==> src/rtl/sat_counter.sv <==
// Up-counter with synchronous clear that sticks at its all-ones value
// instead of wrapping.
module sat_counter #(
    parameter int WIDTH = 8
) (
    input  logic             ck,
    input  logic             rst,
    input  logic             clr,
    input  logic             inc,
    output logic [WIDTH-1:0] cnt
);

    always_ff @(posedge ck) begin
        // NOTE: sequential state uses non-blocking assignments only, so every
        // register sees the pre-edge value of every other register.
        if (rst) begin
            cnt <= '0;
        end else if (clr) begin
            cnt <= '0;
        end else if (inc && (cnt != '1)) begin
            cnt <= cnt + 1'b1;
        end
    end

endmodule

==> config.mk <==
export PLATFORM = sky130hd
export DESIGN_NAME = sat_counter
export DESIGN_NICKNAME = d
export VERILOG_FILES = /design/src/rtl/sat_counter.sv
export SDC_FILE = /design/constraint.sdc
export NUM_CORES = 1
export LEC_CHECK = 0
export BUFFER_PORTS_ARGS = -buffer_cell sky130_fd_sc_hd__buf_2
export CORE_AREA = 2 2 39 41
export CTS_CLUSTER_SIZE = 40
export DETAILED_ROUTE_END_ITERATION = 6
export DIE_AREA = 0 0 41 43
export PLACE_DENSITY = 0.51
export SLEW_MARGIN = 25
export SYNTH_ARGS = -nofsm -noshare
export SYNTH_HDL_FRONTEND = slang
export SYNTH_SLANG_ARGS = --single-unit
export TNS_END_PERCENT = 20
==> constraint.sdc <==
create_clock -name ck -period 4.23 [get_ports ck]
set_clock_uncertainty 0.2 [all_clocks]
set_input_delay 0.423 -clock ck [delete_from_list [all_inputs] [get_ports ck]]
set_output_delay 0.423 -clock ck [all_outputs]
set_load 0.02 [all_outputs]
; ---- Yosys cells after proc, flatten, opt, wreduce, memory -nomap -nowiden
; Cells that the tools add are included.
; W data, S select, Z words.
[word_totals]
elab_cells = 5
input_bits = 4
out_inout_bits = 8
ff_bits = 8
[classes]
n_addsub = 1
eq_ne = 1
n_reduce_logical = 2
[op_table]
columns = cell, count
row1 = $add A8 B1 Y8 const B, 1
row2 = $ne A8 B8 Y1 const B, 1
row3 = $reduce_or A2 Y1, 1
row4 = $logic_and A1 B1 Y1, 1

; ---- Longest topological paths before layout
[depth]
word_depth = 2
depth_mapped = 4
depth_no_buf = 4

; ---- Worst setup path before layout
; Ideal clock, no wire load.
[synth_timing]
path_type = reg2reg
start = reg cnt[0]
end = reg cnt[6]
slack_ps = 2528
stages_incl_launch_ff = 5
path_buffers = 0
required_ps = 3915
setup_ps = 115
synth_period_minus_slack_ps = 1702
arrival_ps = 1386
cell_sequence = dfxtp_1 > ha_1 > nand3_1 > or4_1 > and3_1
[synth_between]
elab_chain_cells = 2
word_cells_on_any_way = 3
cone_classes = add/sub (1) / eq/ne (1) / reduce/logical (1)
[synth_lines]
columns = element, line_no
row1 = start: declaration, 10  ; output logic [WIDTH-1:0] cnt
row2 = start signal: assignment, 21  ; cnt <= cnt + 1'b1;
row3 = "parallel branches: the longest is 2 deep, another holds $add A8 B1 Y8", -
; Parallel ways; which one is timed is not known.
; A chain may end at the register's enable or synchronous reset.

; ---- Worst setup path after layout
; Ends and elaborated chain as after synthesis.

==> results.py <==
metrics = {
    "global_routing": {
        "track_usage_pct": 13.5,
        "antenna_found_initial": 0,
        "grt_overflow": 0,
        "grt_max_degree": 9,
        "grt_pass1_wl_um": 1550,
        "grt_pass1_vias": 332,
    },
    "die": {
        "dieArea_um2": 1760,
        "fp.coreArea_um2": 1380,
        "num_rows": 14,
        "chipWidth_um": 41,
        "die_h_um": 43,
        "ios": 12,
        "start_util_pct": 31.5,
    },
    "logic_synthesis": {
        "yosys_register_bits": 8,
        "synth-compound-area-share_pct": 19.5,
        "synth_warnings": 0,
        "synth_top_family_by_area": "simple AND/OR/NAND/NOR gates",
        "synth.distinct_cells": 21,
        "netlist_instances": 47,
        "syn_avg_cell_area_um2": 9.26,
        "synth_nets": 52,
        "synth_top_area_cell": "dfxtp_1",
        "synthTopCellsByArea": "dfxtp_1 (37%), mux2i_1 (9.2%), a2111oi_4 (6.3%)",
        "seq_area_frac_synth_pct": 36.8,
        "yosys.area_share.simple_pct": 29.0,
        "synthXorXnorAreaFrac_pct": 0,
        "netlist_area_um2": 435,
        "synth_fa_ha_area_share_pct": 2.87,
        "yosysTopAreaCellShare_pct": 36.8,
        "muxShareOfSynthArea_pct": 9.20,
    },
    "worst_setup_path": {
        "path_max_fanout": 5,
        "crit_type": "reg -> reg",
        "end_kind": "flop",
        "critPathArrivalTime_ns": 1.59,
        "critPathLaunchType": "flop",
        "required_ns": 4.19,
    },
    "routing": {
        "firstDrtPassIters": 2,
        "route.detailed.drc": 0,
        "drtIter0Drc": 2,
        "vias_per_cell": 5.25,
        "ant_nets": 0,
        "routed_wirelength_um": 948,
        "wl_per_cell_um": 12.5,
        "vias": 399,
    },
    "power_and_ir_drop": {
        "p_int_w": 0.000112,
        "p_comb_share_pct": 6.2,
        "seq_power_share_pct": 52.7,
        "vdd_drop_max_mv": 0.201,
        "pwr-share-clk_pct": 41.2,
        "power_switching_share_pct": 23.1,
        "switchingPower_w": 0.0000336,
        "power_density_nw_per_um2": 277,
        "leakage_nw": 0.226,
    },
    "clock_network": {
        "cts_setup_buffers": 0,
        "path_clk_slew_ns": 0.06,
        "cts_inserted_buffers": 3,
        "cts_resized": 0,
        "clock_sinks": 8,
        "clock_latency_ns": 0.26,
        "cts_root_buf": "clkbuf_4",
        "hold_buffers": 0,
        "clk_path_buf_depth": 2,
        "htreeDepth": 1,
        "cts_tree": "done",
    },
    "final_layout": {
        "drive_gt1_share_pct": 26.7,
        "nets": 67,
        "final_common_cell": "buf_2",
        "largest_register_ffs": 8,
        "most-common-layout-cells": "buf_2 (11), dfxtp_1 (8), nand2_1 (6), mux2i_1 (4), a21oi_1 (4)",
        "antenna_cells": 0,
        "fin_cells": 76,
        "top_regs": "cnt (8)",
        "syn_to_final_growth_pct": 20.7,
        "top_register": "cnt",
    },
    "place": {
        "gp_congestion": 0.718,
        "dp.cells": 73,
        "dp_hpwl_um": 742,
        "port_buffers": 11,
    },
    "sta": {
        "drv_slew": 0,
        "setup_tns_ns": 0,
        "maxSlewHeadroom_pct": 70.8,
        "fin_crit_ns": 1.63,
        "finalSetupViolations": 0,
        "hold_viol_final": 0,
        "tightest_slew_ns": 0.436,
        "timing.final.crit_share_pct": 38.6,
        "rsz0062_at_grt": "false",
        "max_freq_mhz": 612,
    },
    "hold_path": {
        "min_path_type": "in -> reg",
    },
    "flow_run": {
        "drv_cap": 0,
    },
    "outcome": {
        "status": "finished, final reports clean",
    },
}
[per-stage QoR]
stage / instance area (µm²) / utilization (%) / hold slack (ns) / power [W] / setup WS (ns)
floorplan: 435 / - / 0.287 / 0.0000827 / 2.53
global placement: 503 / 36.3 / 0.282 / 0.0000875 / 2.56
detailed placement: 503 / 36.3 / 0.292 / 0.0000874 / 2.58
CTS: 526 / 38.0 / 0.205 / 0.000148 / 2.57
global route: 526 / 38.0 / 0.203 / 0.000152 / 2.49
finish: 526 / 38.0 / 0.208 / 0.000146 / 2.60
[metal layers]
layer	global-route usage, %	routed length [µm]	up-vias
met5	0	0	-
met4	6.00	9	0
met3	7.85	53	2
met2	18.8	470	7
met1	16.2	414	185
li1	-	-	205
[worst max-delay path, stage by stage (launching register included)]
cell and delay (ns):
dfxtp_1 0.37, ha_1 0.24, nand3_1 0.14, or4_1 0.41, and3_1 0.18
[final cells by class]
class	instances	area, µm²
multi-input cells	37	264
repair buffers	11	55.1
clock buffers	3	22.5
well taps	16	20.0
flip-flops and latches	8	160
inverters	1	3.75
fillers	149	858
[path summary, 6_finish.rpt]
kind / from / depth (start not counted) / slack [ns] / endpoint
setup / recovery: cnt[0] / 4 / 2.60 / cnt[6]
hold / removal: clr / 2 / 0.21 / cnt[5]
setup reg to reg: cnt[0] / 4 / 2.60 / cnt[6]
hold reg to reg: cnt[1] / 2 / 0.29 / cnt[1]
[logic make-up after synthesis]
family,count (synthesis)
AOI/OAI and AO/OA,10
adders and majority gates,1
buffers and inverters,2
DFF,8
muxes,4
and+or+nand+nor,22
[power by group through the flow]
| stage | sequential [W] | combinational (W) | clock (W) |
|---|---|---|---|
| 2_1_floorplan | 0.0000791 | 0.00000358 | 0 |
| 3_3_place_gp | 0.0000784 | 0.00000913 | 0 |
| 3_5_place_dp | 0.0000784 | 0.00000905 | 0 |
| 4_1_cts | 0.0000767 | 0.00000911 | 0.0000627 |
| 5_1_grt | 0.0000769 | 0.0000100 | 0.0000654 |
| 6_report | 0.0000767 | 0.00000896 | 0.0000600 |
[Yosys cell counts]
| library cell | count |
|---|---|
| ha_1 | 1 |
| nand3_1 | 2 |
| or3_1 | 3 |
| nor2_1 | 1 |
| a21oi_1 | 4 |
| dfxtp_1 | 8 |
| a21boi_2 | 1 |
| a31oi_1 | 1 |
| a2111oi_4 | 1 |
| buf_4 | 1 |
| inv_1 | 1 |
| and4_1 | 2 |
| nand2_1 | 6 |
| o21ai_0 | 1 |
| nor4_1 | 1 |
| a21boi_1 | 2 |
| or4_1 | 1 |
| mux2i_1 | 4 |
| and3_1 | 3 |
| nand4_1 | 2 |
| and3b_1 | 1 |
No activity file was read; power rests on OpenSTA's default activity.
